## src/rtl/ad5676_pkg.sv

```systemverilog
// Shared constants, FSM state type and code arithmetic for the AD5676
// front-panel controller.
package ad5676_pkg;

  localparam logic [3:0] CMD_WR_UPD = 4'b0011;
  localparam int         NUM_CH     = 8;
  localparam int         CH_W       = 3;
  localparam logic [CH_W-1:0] LAST_CH = CH_W'(NUM_CH - 1);

  typedef enum logic [1:0] {
    IDLE  = 2'd0,
    ISSUE = 2'd1,
    BCAST = 2'd2
  } state_e;

  // 17-bit add/subtract so the carry/borrow is visible before truncation.
  function automatic logic [15:0] step_code(input logic [15:0] code,
                                            input logic [15:0] step,
                                            input logic        up);
    logic [16:0] res;
    if (up) begin
      res = {1'b0, code} + {1'b0, step};
      return res[16] ? 16'hFFFF : res[15:0];
    end
    res = {1'b0, code} - {1'b0, step};
    return res[16] ? 16'h0000 : res[15:0];
  endfunction

endpackage

```

## src/rtl/key_repeat.sv

```systemverilog
// Press detector with hold-to-repeat for one debounced active-low key.
// evt_o pulses on the press and then on every auto-repeat tick.
module key_repeat #(
  parameter logic [24:0] REPEAT_DLY = 25'd25_000_000,
  parameter logic [24:0] REPEAT_PER = 25'd5_000_000
) (
  input  logic clk,
  input  logic rst_n,
  input  logic key_i,
  output logic evt_o
);

  logic        key_q;
  logic [24:0] cnt_q, cnt_d;
  logic        rpt_q, rpt_d;
  logic        press, held, hit;

  assign press = key_q & ~key_i;
  assign held  = ~key_q & ~key_i;

  // cnt_q holds the number of cycles since the press (or since the last repeat).
  always_comb begin
    // NOTE: every always_comb output gets a default first so no path can infer a latch.
    cnt_d = cnt_q;
    rpt_d = rpt_q;
    hit   = held && (rpt_q ? (cnt_q == REPEAT_PER) : (cnt_q == REPEAT_DLY));
    if (key_i) begin
      cnt_d = '0;
      rpt_d = 1'b0;
    end else if (press) begin
      cnt_d = 25'd1;
      rpt_d = 1'b0;
    end else if (hit) begin
      cnt_d = 25'd1;
      rpt_d = 1'b1;
    end else begin
      cnt_d = cnt_q + 25'd1;
    end
  end

  // NOTE: state registers use non-blocking assignments so every flop samples pre-edge values.
  always_ff @(posedge clk or negedge rst_n) begin
    if (!rst_n) begin
      key_q <= 1'b1;
      cnt_q <= '0;
      rpt_q <= 1'b0;
    end else begin
      key_q <= key_i;
      cnt_q <= cnt_d;
      rpt_q <= rpt_d;
    end
  end

  assign evt_o = press | hit;

endmodule

```

## src/rtl/key_dac_ctrl.sv

```systemverilog
// Front-panel key handling for the AD5676: per-channel code registers and a
// req/ack sequencer for single writes and 8-channel broadcasts.
module key_dac_ctrl
  import ad5676_pkg::*;
#(
  parameter logic [15:0] STEP       = 16'd256,
  parameter logic [24:0] REPEAT_DLY = 25'd25_000_000,
  parameter logic [24:0] REPEAT_PER = 25'd5_000_000
) (
  input  logic        sys_clk,
  input  logic        sys_rst_n,
  input  logic        key_ch,
  input  logic        key_up,
  input  logic        key_dn,
  input  logic        key_load,
  input  logic        dac_ack,
  output logic        dac_req,
  output logic [3:0]  dac_cmd,
  output logic [3:0]  dac_addr,
  output logic [15:0] dac_data,
  output logic [2:0]  cur_ch,
  output logic        busy
);

  state_e            state_q, state_d;
  logic [15:0]       code_q [NUM_CH];
  logic [15:0]       code_d [NUM_CH];
  logic [CH_W-1:0]   cur_ch_q, cur_ch_d;
  logic [CH_W-1:0]   bcnt_q, bcnt_d;
  logic              pending_q, pending_d;
  logic              pending_set, pending_clr;
  logic              req_q, req_d;
  logic [3:0]        cmd_q, cmd_d;
  logic [3:0]        addr_q, addr_d;
  logic [15:0]       data_q, data_d;
  logic              key_ch_q, key_load_q;
  logic              ch_evt, load_evt, up_evt, dn_evt;

  key_repeat #(
    .REPEAT_DLY (REPEAT_DLY),
    .REPEAT_PER (REPEAT_PER)
  ) u_rep_up (
    .clk   (sys_clk),
    .rst_n (sys_rst_n),
    .key_i (key_up),
    .evt_o (up_evt)
  );

  key_repeat #(
    .REPEAT_DLY (REPEAT_DLY),
    .REPEAT_PER (REPEAT_PER)
  ) u_rep_dn (
    .clk   (sys_clk),
    .rst_n (sys_rst_n),
    .key_i (key_dn),
    .evt_o (dn_evt)
  );

  assign ch_evt   = key_ch_q & ~key_ch;
  assign load_evt = key_load_q & ~key_load;

  // Code edits are frozen during a broadcast; simultaneous up+down cancels.
  always_comb begin
    code_d      = code_q;
    pending_set = 1'b0;
    cur_ch_d    = ch_evt ? cur_ch_q + 3'd1 : cur_ch_q;
    if ((state_q != BCAST) && (up_evt ^ dn_evt)) begin
      code_d[cur_ch_q] = step_code(code_q[cur_ch_q], STEP, up_evt);
      pending_set      = 1'b1;
    end
  end

  always_comb begin
    state_d     = state_q;
    req_d       = req_q;
    cmd_d       = cmd_q;
    addr_d      = addr_q;
    data_d      = data_q;
    bcnt_d      = bcnt_q;
    pending_clr = 1'b0;
    case (state_q)
      IDLE: begin
        if (load_evt) begin
          bcnt_d  = '0;
          req_d   = 1'b1;
          cmd_d   = CMD_WR_UPD;
          addr_d  = 4'd0;
          data_d  = code_q[0];
          state_d = BCAST;
        end else if (pending_q) begin
          req_d       = 1'b1;
          cmd_d       = CMD_WR_UPD;
          addr_d      = {1'b0, cur_ch_q};
          data_d      = code_q[cur_ch_q];
          pending_clr = 1'b1;
          state_d     = ISSUE;
        end
      end
      ISSUE: begin
        if (dac_ack) begin
          req_d   = 1'b0;
          state_d = IDLE;
        end
      end
      BCAST: begin
        // req low for one cycle between channels; that cycle loads the next one.
        if (req_q) begin
          if (dac_ack) begin
            req_d = 1'b0;
            if (bcnt_q == LAST_CH) begin
              state_d = IDLE;
            end else begin
              bcnt_d = bcnt_q + 3'd1;
            end
          end
        end else begin
          req_d  = 1'b1;
          addr_d = {1'b0, bcnt_q};
          data_d = code_q[bcnt_q];
        end
      end
      default: begin
        req_d   = 1'b0;
        state_d = IDLE;
      end
    endcase
  end

  assign pending_d = (pending_q & ~pending_clr) | pending_set;

  always_ff @(posedge sys_clk or negedge sys_rst_n) begin
    if (!sys_rst_n) begin
      state_q    <= IDLE;
      cur_ch_q   <= '0;
      bcnt_q     <= '0;
      pending_q  <= 1'b0;
      req_q      <= 1'b0;
      cmd_q      <= '0;
      addr_q     <= '0;
      data_q     <= '0;
      key_ch_q   <= 1'b1;
      key_load_q <= 1'b1;
      // NOTE: the code array is reset explicitly; it is a small flop bank, not a RAM macro.
      for (int i = 0; i < NUM_CH; i++) begin
        code_q[i] <= '0;
      end
    end else begin
      state_q    <= state_d;
      cur_ch_q   <= cur_ch_d;
      bcnt_q     <= bcnt_d;
      pending_q  <= pending_d;
      req_q      <= req_d;
      cmd_q      <= cmd_d;
      addr_q     <= addr_d;
      data_q     <= data_d;
      key_ch_q   <= key_ch;
      key_load_q <= key_load;
      for (int i = 0; i < NUM_CH; i++) begin
        code_q[i] <= code_d[i];
      end
    end
  end

  assign dac_req  = req_q;
  assign dac_cmd  = cmd_q;
  assign dac_addr = addr_q;
  assign dac_data = data_q;
  assign cur_ch   = cur_ch_q;
  assign busy     = (state_q != IDLE);

endmodule
```

## config.mk

```make
export PLATFORM = sky130hd
export DESIGN_NAME = key_dac_ctrl
export DESIGN_NICKNAME = d
export VERILOG_FILES = /design/src/rtl/ad5676_pkg.sv /design/src/rtl/key_repeat.sv /design/src/rtl/key_dac_ctrl.sv
export SDC_FILE = /design/constraint.sdc
export NUM_CORES = 1
export LEC_CHECK = 0
export CORE_MARGIN = 3
export CORE_UTILIZATION = 62
export DETAILED_ROUTE_END_ITERATION = 6
export GPL_TIMING_DRIVEN = 0
export HOLD_SLACK_MARGIN = 0.08
export PLACE_DENSITY_LB_ADDON = 0.2
export SLEW_MARGIN = 15
export SYNTH_ARGS = -nofsm -noshare
export SYNTH_HDL_FRONTEND = slang
export SYNTH_HIERARCHICAL = 1
export SYNTH_SLANG_ARGS = --single-unit
```

## constraint.sdc

```tcl
create_clock -name sys_clk -period 4.01 [get_ports sys_clk]
set_clock_uncertainty 0.15 [all_clocks]
set_input_delay 0.6015 -clock sys_clk [delete_from_list [all_inputs] [get_ports sys_clk]]
set_output_delay 0.6015 -clock sys_clk [all_outputs]
set_load 0.01 [all_outputs]
```

-- Word level (Yosys, flattened, before mapping)
Cells that the tools add are included.
- muxes and demuxes: 62
- bitwise logic cells: 20
- add/sub/neg operators: 6
- equal/unequal tests: 16
- magnitude comparators: 3
- reductions and logical operators: 15
- operator list (operator ; count):
    $mux 16 ; 13
    $mux 25 ; 6
    $bwmux 128 ; 1
    $bmux 16 s3 ; 2
    $add 25x1->25 const B ; 2
    $eq 25x23->1 const B ; 2
    $eq 25x25->1 const B ; 2
    $demux 16 s3 ; 1
    $pmux 16 s2 ; 1
    $mux 4 ; 5
    $mux 1 ; 19
    $add 16x9->17 const B ; 1
    $sub 16x9->17 const B ; 1
    $ne 2x2->1 const B ; 8
    $mux 2 ; 6
    $mux 3 ; 4
    $reduce_and 5->1 ; 2
    $ge 4x4->1 const B ; 2
    $not 3->4 ; 2
    $pmux 4 s2 ; 1
    $and 1x1->1 ; 7
    $not 1->1 ; 7
    $add 3x1->3 const B ; 2
    $pmux 2 s3 ; 1
    other kinds (15) ; 24
- register bits: 218
- input port bits: 7
- output and inout bits: 29
- logic and storage cells: 146

-- Longest topological paths before layout
Gate-level depths: netlist (run 1).
- word-level depth: 10
- mapped depth: 14
- depth with buffers taken out: 11

-- Hierarchy
The synthesis (run 1) kept the hierarchy.
- modules (own cells, without submodules) (module ; area an instance (um^2) ; seq. area each (um^2) ; cells an instance ; instances):
    key_dac_ctrl ; 9101.2 ; 4006.3 ; 733 ; 1
    key_repeat (u_rep_dn) ; 1565.3 ; 676.9 ; 156 ; 1
    key_repeat (u_rep_up) ; 1500.2 ; 676.9 ; 150 ; 1

-- Least setup slack after synthesis (run 1)
No wires, ideal clock.
- path type: reg-to-reg
- start point: reg u_rep_up.cnt_q[9]
- end point: reg code_q[90] (netlist bit)
- path buffers: 3
- stages on the path, launching flop included: 12
- data arrival time: 3.388 ns
- path slack: 0.347 ns
- cell sequence: dfrtp_1 -> nand4b_1 -> or4_1 -> a2111o_1 -> o21ai_0 -> buf_4 -> xnor2_1 -> or3_1 -> clkbuf_1 -> nor2_1 -> buf_2 -> mux2_2
- cells in the longest elaborated chain, start to end: 9
- elaborated cells between the ends (all ways): 12
- those cells by class: eq/ne (2); mux (6); bitwise (2); reduce/logical (2)
- ends and longest elaborated chain (item ; RTL line ; text):
    start, declared ; key_repeat.sv:14 ; logic [24:0] cnt_q, cnt_d;
    start signal, assigned ; key_repeat.sv:49 ; cnt_q <= cnt_d;
    $eq 25x25->1 or $eq 25x23->1 (tied branches) ; key_repeat.sv:26 ; hit = held && (rpt_q ? (cnt_q == REPEAT_PER) : (cnt_q == REPEAT_DLY));
    $mux 1 (*) ; key_repeat.sv:26 ;
    $logic_and 1x1->1 (*) ; key_repeat.sv:26 ;
    $or 1x1->1 (*) ; key_repeat.sv:54 ; assign evt_o = press | hit;
    net up_evt ; key_dac_ctrl.sv:37 ; logic ch_evt, load_evt, up_evt, dn_evt;
    $mux 1 ; ad5676_pkg.sv:21 ; if (up) begin
    $mux 1 ; key_dac_ctrl.sv:67 ; if ((state_q != BCAST) && (up_evt ^ dn_evt)) begin
    $mux 16 ; ad5676_pkg.sv:25 ; res = {1'b0, code} - {1'b0, step};
    $mux 16 ; key_dac_ctrl.sv:67 ;
    $bwmux 128 ; key_dac_ctrl.sv:68 ; code_d[cur_ch_q] = step_code(code_q[cur_ch_q], STEP, up_evt);
    end signal, assigned by index ; key_dac_ctrl.sv:159 ; code_q[i] <= code_d[i];
    end, declared ; key_dac_ctrl.sv:26 ; logic [15:0] code_q [NUM_CH];
The timed path passes the listed nets; every way through them passes the cells marked *. The select of a mux whose other input is x is not followed.
A chain may end at the register's enable or synchronous reset.

-- Worst setup path after layout (run 1)
- start point: reg u_rep_up.cnt_q[9]
- end point: reg code_q[72] (netlist bit)
The elaborated chain is that of the path after synthesis.

==> qor.txt, run 1 <==
status -> completed
Max-cap violations -> 0
Starting Density -> 64.0%
ant diodes -> 0
PortBufs -> 32
clock-pin slew of the registers on the worst-case setup and hold paths -> 0.06 ns
hold-critical path depth -> 1
hold path endpoint -> dac_cmd[0]$_DFFE_PN0P_
Final Hold Vio Count -> 0
CP max FO -> 10
Critical Path AT -> 4.07 ns
vias in the first global route -> 9070
reg-to-reg setup timing slack -> 0.18 ns
Crit path max-delay family -> simple AND/OR/NAND/NOR gates
Crit path buffers/inverters -> 3
layout cells sized above 1 -> 28.3%
slew of the pin with the lowest slew margin -> 1.16 ns
first-pass GRT wire length -> 50400 µm
CP max stage delay -> 0.55 ns
GRT Resource Usage Total -> 29.5%
leakage power -> 5.64 nW
Post-synth ARST share -> 100%
register area share after synthesis -> 44.1%
htree depth -> 1
crit path time final -> 3.83 ns
clk sinks -> 214
root buffer cell -> clkbuf_16
synthesized area -> 12200 µm²
vias per cell -> 6.55
# setup viols final -> 0
startpoint types -> flip-flop
placed insts -> 1335
worst hold slack -> 0.342 ns
final core occ -> 72.8%
Synth cell types -> 89
Syn. warnings -> 6
clock power share -> 20.3%
die height -> 146 µm
TritonCTS Buffers -> 24
FMAX -> 261 MHz
largest net degree at the start of global routing -> 98
GP Congestion -> 0.943
P&R area growth vs syn -> 13.8%
Detail Route Antenna Nets -> 0
Seq pwr share -> 30.3%
Post-Synthesis Cells -> 1039
cell-internal power -> 0.00677 W
non-filler cells, final -> 1383
most frequent cells in the layout -> dfrtp_1, mux2_2, a21oi_1
unrepaired setup endpoints after global routing -> no
Max rail drop VDD -> 386 µV
most used cell, CP -> buf_4
Crit-path slowest cell -> or4_1
HPWL after DPL -> 20900 µm
Psw -> 0.00450 W
initial antenna violation count -> 0
relative slew slack -> 22.9%
drc violations -> 0
CP required -> 4.25 ns
WL final -> 31300 µm
io pins -> 36
Synth Register Bits -> 214
CTS tree -> done
WS Path Type -> reg2reg
global route overflow -> 0
final slew viol count -> 0
Reg-to-Reg End -> code_q[72]$_DFFE_PN0P_
Std-Cell Rows -> 50
total core area -> 19000 µm²
reg2reg start -> u_rep_up/cnt_q[9]$_DFF_PN0_
die area -> 21300 µm²
switching part of the total -> 39.9%
hold crit path type -> reg2reg
routed len/inst -> 22.6 µm
Post-synth EDFFs -> 0
post-route clock period utilization -> 95.5%
Die W -> 146 µm
Final #Nets -> 1123
crit-path cells -> nand4b_1 -> or4_1 -> a2111o_1 -> o21ai_0 -> buf_4 -> xnor2_2 -> nor3_2 -> buf_4 -> nand2_2 -> clkbuf_4 -> mux2_2
Syn Area/Cell -> 11.7 µm²
first-pass detailed-route iteration total -> 5
Vias -> 9061
P per Cell Area -> 814 nW/µm²
critical path endpoint category -> flip-flop
Hold Path Origin -> dac_cmd[0]$_DFFE_PN0P_
DR iter-0 viols -> 803
clock latency on the worst-skew pair -> 0.52 ns
maximum root-to-sink buffer count -> 3
Gate power share -> 49.4%
top_reg_cell synth -> dfrtp_1
most common cell after layout, fill and taps aside -> dfrtp_1
R2R cell count -> 11
through the flow:
step	setup WS (ns)	area, µm²	TNS (ns)	power [W]
final	0.182	13800	0	0.0113
after global routing	0.0495	13800	0	0.0119
after CTS	-0.0337	13800	-0.244	0.0112
after detailed placement	-1.07	12900	-73.13	0.00881
after global placement	-6.73	12800	-1492.74	0.00863
after floorplan	0.347	12200	0	0.00724
worst max-delay path by stage:
stage                                      startpoint                      endpoint  slack, ns  cells past startpoint
after global routing            cur_ch[1]$_DFFE_PN0P_       code_q[108]$_DFFE_PN0P_       0.05                     11
after detailed placement                       key_up        code_q[94]$_DFFE_PN0P_      -1.07                     12
after floorplan           u_rep_up/cnt_q[9]$_DFF_PN0_        code_q[90]$_DFFE_PN0P_       0.35                     11
final                     u_rep_up/cnt_q[9]$_DFF_PN0_        code_q[72]$_DFFE_PN0P_       0.18                     11
after global placement                      sys_rst_n  u_rep_up/cnt_q[12]$_DFF_PN0_      -6.73                      1
after CTS                 u_rep_up/cnt_q[9]$_DFF_PN0_        code_q[44]$_DFFE_PN0P_      -0.03                     10
worst reg2reg max path, delay by kind of cell, from the launching register on:
kind	cells	cell delay, ns
muxes	1	0.38
buffers and inverters	3	0.77
DFF	1	0.46
xor gates and xnor gates	1	0.22
and+or+nand+nor	4	1.11
AOI/OAI and AO/OA	2	0.64
state kept, by name, summed over array words and instances, names as in the netlist, 2 cells and up:
| signal | cells |
|---|---|
| u_rep_up/cnt_q | 25 |
| u_rep_dn/cnt_q | 25 |
| state_q | 2 |
| bcnt_q | 3 |
| dac_addr | 3 |
| cur_ch | 3 |
| code_q | 128 |
| dac_data | 16 |
power by group through the flow:
| stage | Sequential, W | Clock [W] | Combinational (W) |
|---|---|---|---|
| after floorplan | 0.00330 | 0 | 0.00394 |
| after global placement | 0.00337 | 0 | 0.00526 |
| after detailed placement | 0.00342 | 0 | 0.00539 |
| after CTS | 0.00340 | 0.00232 | 0.00547 |
| after global routing | 0.00350 | 0.00241 | 0.00597 |
| final | 0.00341 | 0.00229 | 0.00556 |
layer usage:
metal	track usage (%)	vias to the layer above	part of all wire, %
li1	-	4073	-
met1	40.2	4553	41
met2	48.1	352	48
met3	5.71	83	7.7
met4	10.0	0	3.2
met5	0	-	0
synthesized netlist by cell type, types with 8 or more instances:
cell type,n,area share (%)
or4_1,9,0.56
mux4_2,44,8.1
o31ai_1,8,0.49
nand3_1,25,1.0
a21oi_4,9,1.2
clkbuf_1,32,0.99
xnor2_1,20,1.4
buf_4,10,0.62
mux2_2,115,11
a211oi_1,21,1.3
inv_1,21,0.65
nor2_1,58,1.8
a22oi_1,9,0.56
xor2_1,14,1.0
buf_2,15,0.62
mux2_4,11,1.4
ha_1,9,0.93
nor4_1,10,0.51
a21oi_1,69,2.8
or3_1,13,0.67
o21ai_0,29,1.2
dfrtp_1,210,43
nor3_1,34,1.4
mux2i_1,21,1.7
nand2_1,60,1.9
nand4_1,18,0.93
cell type report:
class / count / area [µm²]
clock inverters: 7 / 110
repair buffers: 41 / 448
inverters: 25 / 95.1
well taps: 260 / 325
clock buffers: 35 / 703
multi-input cells: 731 / 6380
fillers: 1375 / 5170
flip-flops and latches: 214 / 5360
plain buffers: 70 / 422
repair_timing:
action | CTS | global route
setup endpoints to repair | 100 | 120
resized for setup | 17 | 13
endpoints found under the hold margin | 23 | 0
hold buffers | 1 | 0
pin swaps | 4 | 2
buffers inserted | 4 | 2
cells by family after synthesis:
logic type / Yosys count / synth area share, %
AND/OR/NAND/NOR: 293 / 13.5
buffers and inverters: 96 / 4.01
multiplexers: 202 / 23.6
AO/OA/AOI/OAI: 190 / 11.5
adder cells (fa/ha/maj): 9 / 0.926
XOR/XNOR: 34 / 2.45
other: 1 / 0.0308
flip-flops: 214 / 44.1
No activity file was read; power rests on OpenSTA's default activity.
==> run 2: changes to the inputs <==
--- a/config.mk
+++ b/config.mk
@@ -5,7 +5,7 @@
 export SDC_FILE = /design/constraint.sdc
 export NUM_CORES = 1
 export LEC_CHECK = 0
-export CORE_MARGIN = 3
+export CORE_MARGIN = 2
 export CORE_UTILIZATION = 62
 export DETAILED_ROUTE_END_ITERATION = 6
 export GPL_TIMING_DRIVEN = 0
==> run 2 against run 1 <==
  * Hold slack worse by 0.0027 ns
  * Count of clock-buffer cells in the layout is 2 higher
  * Core utilization is 0.90 points lower
  * Final cell count is 0.51% higher
  * Setup slack worse by 0.065 ns
  * Routed wire length is 1.7% higher
  * Global-route usage is 2.5 points higher
  * Via count is 1.5% higher
  * Register-to-register slack worse by 0.06 ns
  * Power is 1.1% higher
  * Fmax is 1.7% lower
  * Sequential power hardly changed
  * Largest cell class unchanged
==> qor.txt, run 2 (synthesized netlist as in run 1, its figures left out) <==
io pins -> 36 (unchanged)
crit-path cells -> nand4b_1 -> or4_1 -> a2111o_1 -> o21ai_0 -> buf_4 -> xnor2_1 -> nor3_2 -> buf_4 -> nand2_2 -> clkbuf_4 -> mux2_2
post-route clock period utilization -> 97.1% (+1.6 points)
FF+latch area -> 5360 µm² (unchanged)
first-pass detailed-route iteration total -> 5 (unchanged)
hold crit path type -> reg2reg
top flop regs -> code_q (128), u_rep_dn/cnt_q (25), u_rep_up/cnt_q (25)
CP max stage delay -> 0.55 ns (about the same)
Final Hold Vio Count -> 0 (unchanged)
TritonCTS Buffers -> 24 (unchanged)
Crit-path slowest cell -> or4_1
crit path time final -> 3.89 ns (+0.0650 ns)
slew of the pin with the lowest slew margin -> 1.08 ns (-0.0780 ns)
worst hold slack -> 0.340 ns (-0.00275 ns)
Final #Nets -> 1123 (unchanged)
drc violations -> 0 (unchanged)
GRT Resource Usage Total -> 32.0% (+2.5 points)
relative slew slack -> 28.1% (+5.2 points)
unrepaired setup endpoints after global routing -> yes
max FFs per register -> 128 (unchanged)
P per Cell Area -> 819 nW/µm² (+0.65%)
Die W -> 144 µm (-1.4%)
most used cell, CP -> buf_4
vias per cell -> 6.62 (+0.98%)
FMAX -> 257 MHz (-1.7%)
Std-Cell Rows -> 51 (+2.0%)
Setup TNS -> 0 ns (unchanged)
die height -> 144 µm (-1.4%)
CTS tree -> done
Critical path origin -> u_rep_up/cnt_q[9]$_DFF_PN0_
Starting Density -> 62.9% (-1.0 points)
WS Path Type -> reg2reg
Critical Path AT -> 4.14 ns (+0.07 ns)
WL final -> 31900 µm (+1.7%)
maximum root-to-sink buffer count -> 3 (unchanged)
global route overflow -> 0 (unchanged)
GP Congestion -> 0.963 (+2.1%)
total core area -> 19300 µm² (+1.7%)
layout cells sized above 1 -> 28.5% (+0.22 points)
largest net degree at the start of global routing -> 98 (unchanged)
Detail Route Antenna Nets -> 0 (unchanged)
status -> completed
critical path endpoint category -> flip-flop
# setup viols final -> 0 (unchanged)
Vias -> 9196 (+1.5%)
leakage power -> 5.65 nW (+0.34%)
root buffer cell -> clkbuf_16
Crit path max-delay family -> simple AND/OR/NAND/NOR gates
# fillers -> 1386 (+0.80%)
first-pass GRT wire length -> 50800 µm (+0.90%)
CP required -> 4.26 ns (about the same)
Max rail drop VDD -> 458 µV (+19%)
vias in the first global route -> 9142 (+0.79%)
Hold Path Origin -> dac_cmd[0]$_DFFE_PN0P_
ant diodes -> 0 (unchanged)
DR iter-0 viols -> 739 (-8.0%)
most frequent cells in the layout -> dfrtp_1, mux2_2, a21oi_1
PortBufs -> 32 (unchanged)
Most flops, register -> code_q
Max-cap violations -> 0 (unchanged)
clock-pin slew of the registers on the worst-case setup and hold paths -> 0.06 ns (about the same)
HPWL after DPL -> 20700 µm (-0.98%)
reg2reg start -> u_rep_up/cnt_q[9]$_DFF_PN0_
routed len/inst -> 22.9 µm (+1.2%)
reg-to-reg setup timing slack -> 0.12 ns (-0.06 ns)
die area -> 20800 µm² (-2.7%)
clk sinks -> 214 (unchanged)
clock latency on the worst-skew pair -> 0.52 ns (about the same)
Crit path buffers/inverters -> 3 (unchanged)
CP max FO -> 10 (unchanged)
P&R area growth vs syn -> 14.2%
initial antenna violation count -> 0 (unchanged)
startpoint types -> flip-flop
final slew viol count -> 0 (unchanged)
Power, Total -> 0.0114 W (+1.1%)
most common cell after layout, fill and taps aside -> dfrtp_1
htree depth -> 1 (unchanged)
Multi-input gate area -> 6370 µm² (-0.12%)
run 2: report_power, final:
group | switching [W] | internal [W] | total, W
logic | 0.00310 | 0.00251 | 0.00561
clock network | 0.000891 | 0.00148 | 0.00237
registers | 0.000549 | 0.00286 | 0.00341
run 2: worst paths after layout:
check / end / cells after the start
worst min register to register: dac_cmd[0]$_DFFE_PN0P_ / 1
worst max-delay path: code_q[109]$_DFFE_PN0P_ / 11
worst max register to register: code_q[109]$_DFFE_PN0P_ / 11
min in group asynchronous: code_q[58]$_DFFE_PN0P_ / 2
worst min-delay path: dac_cmd[0]$_DFFE_PN0P_ / 1
max in group asynchronous: code_q[80]$_DFFE_PN0P_ / 3
run 2: repair_timing:
action	4_1_cts	5_1_grt
setup buffers	4	2
hold endpoints to repair	22	0
pin swaps	3	3
gates resized for setup	14	18
hold buffers	1	0
endpoints found under the setup margin	100	122
run 2: area by class of cell:
type,instances,area share [%]
well taps,265,2.39
multi-input cells,731,45.8
inverters,25,0.684
clock inverters,7,0.837
repair buffers,41,3.22
plain buffers,70,3.06
flip-flops and latches,214,38.6
clock buffers,37,5.40
run 2: stage by stage:
stage	cells	setup slack [ns]	area [µm²]	utilization [%]
global route	1390	-0.0266	13900	71.9
global placement	1338	-6.81	12800	66.3
CTS	1389	-0.0831	13800	71.6
detailed placement	1340	-0.945	12900	66.6
finish	1390	0.117	13900	71.9
floorplan	1041	0.347	12200	-
run 2: routing by layer:
| layer | GRT usage [%] | part of all wire, % |
|---|---|---|
| met3 | 6.69 | 8.3 |
| met4 | 14.3 | 4.2 |
| met1 | 42.7 | 40 |
| met2 | 50.8 | 47 |
| met5 | 0 | 0 |
==> run 3: changes to the inputs <==
--- a/config.mk
+++ b/config.mk
@@ -8,6 +8,7 @@
 export CORE_MARGIN = 2
 export CORE_UTILIZATION = 62
 export DETAILED_ROUTE_END_ITERATION = 6
+export GPL_ROUTABILITY_DRIVEN = 0
 export GPL_TIMING_DRIVEN = 0
 export HOLD_SLACK_MARGIN = 0.08
 export PLACE_DENSITY_LB_ADDON = 0.2
==> constraint.sdc (replaced) <==
create_clock -name sys_clk -period 4.45 [get_ports sys_clk]
set_clock_uncertainty 0.15 [all_clocks]
set_input_delay 0.6675 -clock sys_clk [delete_from_list [all_inputs] [get_ports sys_clk]]
set_output_delay 0.6675 -clock sys_clk [all_outputs]
set_load 0.01 [all_outputs]
==> run 3 against run 2 <==
  * Via count increased by 0.79%
  * Highest routed layer unchanged
  * Sequential cell count stayed put
  * Combinational power fell by 11%
  * Global-route usage down 0.077 points
  * Critical path type unchanged
  * Largest cell class unchanged
  * Power fell by 11%
==> qor.txt, run 3 (synthesized netlist as in run 1, its figures left out) <==
crit path time final -> 4.37 ns (+0.476 ns)
Max-cap violations -> 0 (unchanged)
most common cell after layout, fill and taps aside -> dfrtp_1
HPWL after DPL -> 20500 µm (-0.96%)
drc violations -> 0 (unchanged)
Hold Path Origin -> dac_cmd[0]$_DFFE_PN0P_
Final #Nets -> 1128 (+0.45%)
total core area -> 19300 µm² (unchanged)
vias in the first global route -> 9154 (+0.13%)
Power, Total -> 0.0101 W (-11%)
die area -> 20800 µm² (unchanged)
hold crit path type -> reg2reg
Die W -> 144 µm (unchanged)
WL final -> 32000 µm (+0.44%)
Vias -> 9269 (+0.79%)
top flop regs -> code_q (128), u_rep_dn/cnt_q (25), u_rep_up/cnt_q (25)
# setup viols final -> 0 (unchanged)
CP max FO -> 10 (unchanged)
layout cells sized above 1 -> 28.1% (-0.48 points)
leakage power -> 5.63 nW (-0.42%)
P&R area growth vs syn -> 13.5%
die height -> 144 µm (unchanged)
ant diodes -> 0 (unchanged)
Std-Cell Rows -> 51 (unchanged)
PortBufs -> 32 (unchanged)
Max rail drop VDD -> 385 µV (-16%)
final instance area -> 13800 µm² (-0.62%)
io pins -> 36 (unchanged)
first-pass detailed-route iteration total -> 5 (unchanged)
largest net degree at the start of global routing -> 101 (+3.1%)
slew of the pin with the lowest slew margin -> 1.10 ns (+0.0239 ns)
Critical Path AT -> 4.61 ns (+0.47 ns)
status -> completed
CTS tree -> done
Final Hold Vio Count -> 0 (unchanged)
FMAX -> 229 MHz (-11%)
critical path endpoint category -> flip-flop
reg2reg start -> u_rep_up/cnt_q[9]$_DFF_PN0_
P per Cell Area -> 730 nW/µm² (-11%)
htree depth -> 1 (unchanged)
TritonCTS Buffers -> 24 (unchanged)
Critical path origin -> u_rep_up/cnt_q[9]$_DFF_PN0_
clk sinks -> 214 (unchanged)
WS Path Type -> reg2reg
vias per cell -> 6.64 (+0.43%)
clock-pin slew of the registers on the worst-case setup and hold paths -> 0.06 ns (about the same)
first-pass GRT wire length -> 50500 µm (-0.68%)
Area after DPL -> 12900 µm² (unchanged)
Starting Density -> 62.9% (unchanged)
startpoint types -> flip-flop
Detail Route Antenna Nets -> 0 (unchanged)
max FFs per register -> 128 (unchanged)
most frequent cells in the layout -> dfrtp_1, mux2_2, a21oi_1
post-route clock period utilization -> 98.2% (+1.1 points)
DR iter-0 viols -> 730 (-1.2%)
Setup TNS -> 0 ns (unchanged)
final slew viol count -> 0 (unchanged)
Most flops, register -> code_q
global route overflow -> 0 (unchanged)
root buffer cell -> clkbuf_16
clock latency on the worst-skew pair -> 0.53 ns (about the same)
CP required -> 4.70 ns (+0.44 ns)
initial antenna violation count -> 0 (unchanged)
routed len/inst -> 22.9 µm (about the same)
maximum root-to-sink buffer count -> 3 (unchanged)
relative slew slack -> 26.3% (-1.8 points)
GRT Resource Usage Total -> 31.9% (-0.077 points)
run 3: power by group:
group | leakage [nW] | switching (W) | internal (W)
Combinational | 2.48 | 0.00277 | 0.00225
Clock | 0.391 | 0.000801 | 0.00119
Sequential | 2.76 | 0.000503 | 0.00258
run 3: metrics by stage:
| step | utilization (%) | hold slack (ns) | cells | worst slack [ns] |
|---|---|---|---|---|
| 2_1_floorplan | - | 0.222 | 1041 | 0.787 |
| 3_3_place_gp | 66.3 | 0.324 | 1338 | -6.45 |
| 3_5_place_dp | 66.6 | 0.340 | 1340 | -0.610 |
| 4_1_cts | 70.9 | 0.353 | 1385 | -0.199 |
| 5_1_grt | 71.4 | 0.381 | 1395 | -0.0569 |
| 6_report | 71.4 | 0.353 | 1395 | 0.0813 |
run 3: final timing paths:
| path | endpoint | slack, ns | cells after the start |
|---|---|---|---|
| max | code_q[27]$_DFFE_PN0P_ | 0.08 | 11 |
| min | dac_cmd[0]$_DFFE_PN0P_ | 0.35 | 1 |
| max reg2reg | code_q[27]$_DFFE_PN0P_ | 0.08 | 11 |
| min reg2reg | dac_cmd[0]$_DFFE_PN0P_ | 0.35 | 1 |
| max in group asynchronous | dac_data[8]$_DFFE_PN0P_ | 2.92 | 3 |
| min in group asynchronous | code_q[30]$_DFFE_PN0P_ | 0.44 | 2 |
run 3: worst max-delay path, cell delays in order (launching register included):
cell and delay, ns:
dfrtp_1 0.45, nand4b_1 0.20, or4_1 0.56, a2111o_1 0.52
o21ai_0 0.12, buf_4 0.23, xnor2_1 0.18, or3_1 0.35
clkbuf_1 0.27, nor3_4 0.43, clkbuf_4 0.41, mux2_2 0.38
run 3: area by class of cell:
| type | instances | area, µm² |
|---|---|---|
| Fill cell | 1361 | 5520 |
| Buffer | 71 | 403 |
| Clock buffer | 41 | 786 |
| Inverter | 25 | 95.1 |
| Multi-Input combinational cell | 731 | 6350 |
| Clock inverter | 3 | 20.0 |
| Timing Repair Buffer | 45 | 465 |
| Sequential cell | 214 | 5360 |
| Tap cell | 265 | 332 |
run 3: repair_timing:
action	CTS	global route
endpoints found under the setup margin	32	69
gates resized for setup	0	19
hold endpoints to repair	25	0
buffers inserted	0	10
pin swaps	0	3
hold buffers	1	0
run 3: metal layers:
layer | routed length, µm | GRT usage [%]
met5 | 0 | 0
met3 | 2890 | 6.23
met1 | 12500 | 42.3
met4 | 1440 | 14.5
met2 | 15200 | 51.3
